--- src/rtl/aes_pkg.sv ---
// Shared types and constants for the AES serial loader: FSM encoding,
// block width and key-width helper.
package aes_pkg;

    typedef enum logic [2:0] {
        IDLE,
        DATA,
        GAP,
        KEY,
        DONE
    } state_t;

    localparam int BLOCK_W = 128;
    localparam int CNT_W   = 8;

    function automatic int key_width(input int nk);
        return 32 * nk;
    endfunction

endpackage

--- src/rtl/aes_piso_shift.sv ---
// Parallel-load shift register, MSB out / LSB in. Doubles as the echo
// capture: after W shifts it holds whatever arrived on si.
module aes_piso_shift #(
    parameter int W = 128
) (
    input  logic         clk,
    input  logic         rst,
    input  logic         load,
    input  logic         shift,
    input  logic [W-1:0] din,
    input  logic         si,
    output logic [W-1:0] q,
    output logic         so
);

    always_ff @(posedge clk or posedge rst) begin
        if (rst)        q <= '0;
        else if (load)  q <= din;
        else if (shift) q <= {q[W-2:0], si};
    end

    // Bit that sits at the serial output once this edge has taken effect,
    // so the caller can register it without a cycle of lag.
    assign so = load ? din[W-1] : (shift ? q[W-2] : q[W-1]);

endmodule

--- src/rtl/aes_serial_loader.sv ---
// Streams a 128-bit block then the key into a serial AES core, MSB first,
// while capturing the core's previous register contents from its echo lines.
module aes_serial_loader
    import aes_pkg::*;
#(
    parameter int NK = 6,
    localparam int KEY_W = key_width(NK)
) (
    input  logic               clk,
    input  logic               rst,
    input  logic               start,
    input  logic [BLOCK_W-1:0] data_in,
    input  logic [KEY_W-1:0]   key_in,
    output logic               busy,
    output logic               load_done,
    output logic               cs1,
    output logic               cs2,
    output logic               mosi,
    input  logic               misod,
    input  logic               misok,
    output logic [BLOCK_W-1:0] data_echo,
    output logic [KEY_W-1:0]   key_echo
);

    localparam logic [CNT_W-1:0] DATA_LAST = CNT_W'(BLOCK_W - 1);
    localparam logic [CNT_W-1:0] KEY_LAST  = CNT_W'(KEY_W - 1);

    state_t           state;
    logic [CNT_W-1:0] cnt;
    logic             accept;
    logic             d_so;
    logic             k_so;

    assign accept = (state == IDLE) && start;

    aes_piso_shift #(.W(BLOCK_W)) u_data (
        .clk   (clk),
        .rst   (rst),
        .load  (accept),
        .shift (state == DATA),
        .din   (data_in),
        .si    (misod),
        .q     (data_echo),
        .so    (d_so)
    );

    aes_piso_shift #(.W(KEY_W)) u_key (
        .clk   (clk),
        .rst   (rst),
        .load  (accept),
        .shift (state == KEY),
        .din   (key_in),
        .si    (misok),
        .q     (key_echo),
        .so    (k_so)
    );

    always_ff @(posedge clk or posedge rst) begin
        if (rst) begin
            state     <= IDLE;
            cnt       <= '0;
            busy      <= 1'b0;
            load_done <= 1'b0;
            cs1       <= 1'b1;
            cs2       <= 1'b1;
            mosi      <= 1'b0;
        end else begin
            load_done <= 1'b0;
            case (state)
                IDLE: begin
                    if (start) begin
                        state <= DATA;
                        cnt   <= '0;
                        busy  <= 1'b1;
                        cs1   <= 1'b0;
                        mosi  <= d_so;
                    end
                end
                DATA: begin
                    if (cnt == DATA_LAST) begin
                        state <= GAP;
                        cnt   <= '0;
                        cs1   <= 1'b1;
                        mosi  <= k_so;
                    end else begin
                        cnt  <= cnt + 1'b1;
                        mosi <= d_so;
                    end
                end
                // One dead cycle with both selects high between phases.
                GAP: begin
                    state <= KEY;
                    cnt   <= '0;
                    cs2   <= 1'b0;
                    mosi  <= k_so;
                end
                KEY: begin
                    if (cnt == KEY_LAST) begin
                        state     <= DONE;
                        cnt       <= '0;
                        cs2       <= 1'b1;
                        load_done <= 1'b1;
                        mosi      <= 1'b0;
                    end else begin
                        cnt  <= cnt + 1'b1;
                        mosi <= k_so;
                    end
                end
                DONE: begin
                    state <= IDLE;
                    busy  <= 1'b0;
                end
                default: begin
                    state <= IDLE;
                    cnt   <= '0;
                    busy  <= 1'b0;
                    cs1   <= 1'b1;
                    cs2   <= 1'b1;
                    mosi  <= 1'b0;
                end
            endcase
        end
    end

endmodule

--- config.mk ---
export PLATFORM = sky130hd
export DESIGN_NAME = aes_serial_loader
export DESIGN_NICKNAME = d
export VERILOG_FILES = /design/src/rtl/aes_pkg.sv /design/src/rtl/aes_piso_shift.sv /design/src/rtl/aes_serial_loader.sv
export SDC_FILE = /design/constraint.sdc
export NUM_CORES = 1
export LEC_CHECK = 0
export BUFFER_PORTS_ARGS = -buffer_cell sky130_fd_sc_hd__buf_2
export CAP_MARGIN = 20
export CORE_AREA = 5 5 251 253
export DETAILED_ROUTE_END_ITERATION = 8
export DIE_AREA = 0 0 256 258
export GPL_TIMING_DRIVEN = 0
export SETUP_SLACK_MARGIN = 0.2
export SLEW_MARGIN = 20
export SYNTH_ARGS = -nofsm -noshare
export SYNTH_HDL_FRONTEND = slang
export SYNTH_HIERARCHICAL = 1
export SYNTH_SLANG_ARGS = --single-unit
export TNS_END_PERCENT = 50
--- constraint.sdc ---
create_clock -name clk -period 9.3 [get_ports clk]
set_input_delay 0.93 -clock clk [delete_from_list [all_inputs] [get_ports clk]]
set_output_delay 0.93 -clock clk [all_outputs]
set_load 0.02 [all_outputs]
==> impl_metrics.toml, run 1 <==
[clock_tree]
cts_made_buffers = 40
postCtsSetupRepairBufs = 0
clock_latency_ns = 0.55
ctsHoldBuffers = 0
clkSlewWorstSetupHoldPaths_ns = 0.06
ctsResizeCount = 0
clockBufferDepth = 3
cts_root_buf = "clkbuf_16"
cts-htree-levels = 2
cts_tree = "yes"
clock_sinks = 336

[drt]
via_per_inst = 4.72
wl_mm = 61.2
drcViolationCount = 0
firstDrtPassIters = 5
via_count = 14200
first_iter_violations = 925
ant_nets = 0
wl_per_cell_um = 20.3

[timing]
fin_setup_tns_ns = 0
finalCritPeriodShare_pct = 33.9
clock_skew_ns = 0.0167
slew_headroom_pct = 40.3
setup_viol = 0
worstMarginPinSlew_ns = 0.896
rsz0062_at_grt = "false"
layout_min_cycle_time_ns = 3.16
maxSlewViolCount = 0
finalHoldViolations = 0
fmax_mhz = 317

[final_layout]
nets = 2511
syn_to_final_growth_pct = 35.3
drive_above_1_share_pct = 35.6
finalNonFillerCells = 3011
fill_cells = 6233

[synth]
ys_warn_count = 6
synth_top_family_by_area = "multiplexers"
synth_xor_area_share_pct = 0.0552
synthTopCellsByArea = "dfrtp_1 (53%), mux2i_1 (20%), o21ai_1 (9.5%)"
netlist.area_leader.share_pct = 52.7
syn_area_per_cell_um2 = 10.6
ys_async_sr_fraction_pct = 100
synth_fa_ha_area_share_pct = 0.0789
synthMuxAreaShare_pct = 20.3
syn-cell-area_um2 = 15900
synth_seq_cells = 336
synth_fp_nets = 1817
yosys-top-cells-count = "dfrtp_1 (334), nand2_1 (332), mux2i_1 (321)"
synthSimpleGateAreaFrac_pct = 9.03
synth_cells = 1491
ys_types = 40
synth_largest_area_cell = "dfrtp_1"
synth_compound_area_share_pct = 11.4
ys.flop_type = "dfrtp_1"
post-synth-top-count-cell = "dfrtp_1"
synth-seq-area-share_pct = 53.0
synth_edf_count = 0

[worst_setup_path]
crit_path_max_fanout = 10
critPathCaptureType = "register"
worstSetupStartpointType = "register"
startpoint = "state[0]$_DFFE_PP0P_"
critical_path_arrival_ns = 3.58
crit_type = "register to register"
reg2reg_from = "state[0]$_DFFE_PP0P_"
required_ns = 9.73

[global_route]
overflow = 0
grt_usage_pct = 17.6
grt_antenna_before_repair = 10
grt_max_degree = 100
grt_first_pass_wirelength_mm = 92.2
first_global_vias = 14800

[placement]
place.gp.congestion = 0.908
io_buffers = 649
dp.final_hpwl_mm = 48.5
place_inst = 2933

[floorplanning]
pin_count = 650
die-area_um2 = 66000
core_um2 = 60800
start_util_pct = 26.1
fp.dieW_um = 256
dieHeight_um = 258
row_count = 91

[status]
outcome = "complete, no violations"

[power]
p_leak_nw = 9.76
power.density_nw_per_um2 = 167
vdd_drop_max_v = 0.000119

[run]
cap_violations = 0

[worst_hold_path]
hold_path_class = "primary input to asynchronous set/reset pin"
critical path, stage by stage, from the launching register on:
cell and delay [ns]:
dfrtp_1 0.45, or2_2 0.32, clkbuf_1 0.17, nor2_1 0.55
buf_4 0.31, buf_4 0.24, buf_2 0.31, o21ai_0 0.35
o211ai_1 0.19, o211ai_1 0.11
state kept, by name, summed over array words and instances (netlist names):
| name | cells |
|---|---|
| u_key/q | 192 |
| u_data/q | 128 |
| cnt | 8 |
| state | 3 |
| busy | 1 |
| cs1 | 1 |
| cs2 | 1 |
| load_done | 1 |
| mosi | 1 |
layout make-up:
cell class	count	area [um^2]	share of cell area, %
flip-flops and latches	336	8410	39.2
multi-input cells	1039	6480	30.2
repair buffers	652	3330	15.5
clock buffers	55	1100	5.11
well taps	790	988	4.61
plain buffers	111	950	4.43
clock inverters	15	145	0.677
inverters	5	33.8	0.157
diodes	8	20.0	0.0933
placed cells by master (no fill, tap or decap), types with 2 or more instances in the layout:
| cell type | instances |
|---|---|
| buf_8 | 17 |
| o21ai_0 | 29 |
| and3_1 | 3 |
| nor2b_1 | 2 |
| o21ai_1 | 302 |
| dfrtp_1 | 334 |
| nand2b_1 | 2 |
| buf_2 | 675 |
| bufinv_16 | 2 |
| clkinvlp_4 | 2 |
| o211ai_1 | 3 |
| buf_6 | 3 |
| nor3_1 | 5 |
| buf_16 | 3 |
| buf_12 | 16 |
| inv_8 | 2 |
| clkbuf_1 | 53 |
| o31ai_1 | 2 |
| nor2_1 | 8 |
| clkbuf_8 | 4 |
| a21oi_1 | 7 |
| clkbuf_16 | 40 |
| nand2_1 | 332 |
| clkinv_2 | 9 |
| inv_1 | 3 |
| nand3_1 | 4 |
| dfstp_2 | 2 |
| mux2i_1 | 321 |
| and2_1 | 2 |
| diode_2 | 8 |
| buf_4 | 7 |
stage by stage:
| stage | instance area, um^2 | power [mW] | utilization (%) | worst slack, ns | hold slack [ns] |
|---|---|---|---|---|---|
| 2_1_floorplan | 15900 | 1.85 | - | 3.14 | 0.501 |
| 3_3_place_gp | 20100 | 2.08 | 33.0 | 0.759 | 0.488 |
| 3_5_place_dp | 20200 | 2.09 | 33.2 | 5.79 | 0.487 |
| 4_1_cts | 21400 | 3.64 | 35.3 | 6.06 | 0.289 |
| 5_1_grt | 21400 | 3.74 | 35.3 | 5.87 | 0.304 |
| 6_report | 21500 | 3.57 | 35.3 | 6.14 | 0.340 |
power breakdown:
| part | leakage, nW | internal [mW] | switching [mW] |
|---|---|---|---|
| Combinational | 5.41 | 0.162 | 0.267 |
| Sequential | 3.74 | 1.55 | 0.0806 |
| Clock | 0.610 | 0.882 | 0.633 |
| Total | 9.76 | 2.59 | 0.981 |
kinds of logic (layout without fill, tap and decap cells):
family                   count (synthesis)  count (layout)
multiplexers                           321             321
AND/OR/NAND/NOR                        365             365
buffers and inverters                  116             838
flip-flops                             336             336
AO/OA/AOI/OAI                          351             351
XOR/XNOR                                 1               1
adder cells (fa/ha/maj)                  1               1
other                                    0               8
final timing paths:
path / slack (ns) / cells after the start / to
setup / recovery: 6.14 / 9 / mosi$_DFFE_PP0P_
hold / removal: 0.34 / 2 / u_key/q[103]$_DFFE_PP0P_
setup reg to reg: 6.14 / 9 / mosi$_DFFE_PP0P_
hold reg to reg: 0.50 / 2 / busy$_DFFE_PP0P_
max in group asynchronous: 7.73 / 4 / u_key/q[156]$_DFFE_PP0P_
min in group clk: 0.50 / 2 / busy$_DFFE_PP0P_
routing by layer:
layer  track usage (%)  wire, um  vias up
li1                  -         -     6549
met1              20.6     23900     6919
met2              30.1     29900      633
met3              6.17      5320      100
met4              6.28      1980        0
met5                 0         0        -
(Power assumes the default switching activity.)
==> run 2, diff against run 1 <==
- clock period: 9.3 -> 2.8 ns (I/O delays scaled with it)
==> run 2 against run 1 <==
Clock skew is 0.0022 ns higher. Global-route usage grew 1.4 points. Wire length increased by 6.7%. Fmax increased by 27%. Combinational power rose to 4.3 times the previous value. Clock power grew to 3.4 times the previous value. Final cell count is 11% higher. Flip-flop and latch count did not move. Total power rose to 3.5 times the previous value. First-iteration DRC count up 11%. Utilization grew 5.5 points. Via count increased by 10%.
==> impl_metrics.toml, run 2 (same netlist as run 1, synthesis figures left out) <==
[status]
outcome = "complete, no violations"

[timing]
clock_skew_ns = 0.0190
layout_min_cycle_time_ns = 2.49
setup_ws_ns = 0.311
worstMarginPinSlew_ns = 0.616
rsz0062_at_grt = "true"
finalCritPeriodShare_pct = 88.9
whs_ns = 0.0386
maxSlewViolCount = 0
fmax_mhz = 402
finalHoldViolations = 0
slew_headroom_pct = 58.8
fin_setup_tns_ns = 0
setup_viol = 0

[final_layout]
nets = 2837
drive_above_1_share_pct = 31.6
mostFrequentLayoutCells = "buf_2 (671), dfrtp_1 (334), nand2_1 (332), mux2i_1 (321), dlygate4sd3_1 (318)"
syn_to_final_growth_pct = 56.6
max_flop_register = "u_key/q"
design_area_um2 = 24800
largest_reg_flops = 192
finalNonFillerCells = 3330
layout_commonest_cell = "buf_2"
reg_top3 = "u_key/q x192, u_data/q x128, cnt x8"

[power]
vdd_drop_max_v = 0.000440
p_leak_nw = 11.2
power.density_nw_per_um2 = 501

[drt]
wl_mm = 65.2
ant_nets = 0
via_per_inst = 4.69
wl_per_cell_um = 19.6
drcViolationCount = 0
firstDrtPassIters = 5
first_iter_violations = 1030
via_count = 15600

[worst_setup_path]
critPathCaptureType = "register"
critical_path_arrival_ns = 2.92
required_ns = 3.23
worstSetupStartpointType = "register"
crit_type = "register to register"
crit_path_max_fanout = 10

[placement]
io_buffers = 649
pre_cts_slack_ns = -0.676
place_area_um2 = 20300
place_inst = 2940
dp.final_hpwl_mm = 49.7
place.gp.congestion = 0.921

[clock_tree]
cts_root_buf = "clkbuf_16"
clock_sinks = 336
clockBufferDepth = 3
cts_made_buffers = 40
cts-htree-levels = 2
clock_latency_ns = 0.55
cts_tree = "yes"
clkSlewWorstSetupHoldPaths_ns = 0.06

[run]
cap_violations = 0

[floorplanning]
pin_count = 650
row_count = 91
dieHeight_um = 258
core_um2 = 60800
die-area_um2 = 66000
fp.dieW_um = 256
start_util_pct = 26.1

[global_route]
grt_usage_pct = 19.0
grt_antenna_before_repair = 6
first_global_vias = 16700
grt_first_pass_wirelength_mm = 101
overflow = 0
grt_max_degree = 34

[worst_hold_path]
hold_path_class = "primary input to register"
[run 2: path summary, 6_finish.rpt]
check	startpoint	end	slack [ns]	cells past startpoint
worst max-delay path	state[0]$_DFFE_PP0P_	mosi$_DFFE_PP0P_	0.31	9
worst min-delay path	key_in[184]	u_key/q[184]$_DFFE_PP0P_	0.04	3
worst max register to register	state[0]$_DFFE_PP0P_	mosi$_DFFE_PP0P_	0.31	9
worst min register to register	mosi$_DFFE_PP0P_	mosi$_DFFE_PP0P_	0.51	2
max in group asynchronous	rst	u_key/q[22]$_DFFE_PP0P_	1.10	7
min in group asynchronous	rst	u_data/q[57]$_DFFE_PP0P_	0.23	3
[run 2: layout make-up]
type                    count  area (um^2)
diodes                      3         7.51
plain buffers             111          963
clock buffers              58         1180
clock inverters            10          119
fillers                  5776        36000
inverters                   5         26.3
multi-input cells        1039         6480
flip-flops and latches    336         8410
well taps                 790          988
repair buffers            978         6650
[run 2: repair_timing]
item / 4_1_cts / 5_1_grt
buffers inserted: 1 / 0
cloned: 0 / 0
hold buffers: 318 / 0
pin swaps: 1 / 0
setup endpoints to repair: 316 / 17
hold endpoints to repair: 389 / 0
resized for setup: 4 / 10
[run 2: power by group]
part	total [mW]	internal, mW	leakage [nW]	switching (mW)
clock	5.18	3.10	0.644	2.09
combinational	1.83	0.845	6.79	0.988
sequential	5.42	5.15	3.74	0.269
[run 2: critical path, stage by stage (launching register included)]
cell      delay, ns
dfrtp_1        0.47
or2_2          0.32
clkbuf_1       0.20
nor2_4         0.21
buf_4          0.21
clkbuf_4       0.27
clkbuf_4       0.27
o21ai_0        0.19
nand3_1        0.12
o211ai_1       0.09
[run 2: routing by layer]
layer,track usage (%),routed length (um),part of all wire [%],up-vias
met5,0,0,0,-
met4,6.49,2090,3.2,0
met3,6.12,5450,8.3,122
met2,34.3,33400,51,740
met1,21.3,24300,37,7571
li1,-,-,-,7197
[run 2: metrics by stage]
step           total power [mW]  utilization (%)
2_1_floorplan              6.14                -
5_1_grt                    13.0             40.8
4_1_cts                    12.6             40.8
3_5_place_dp               6.97             33.4
6_report                   12.4             40.8
3_3_place_gp               6.91             33.1
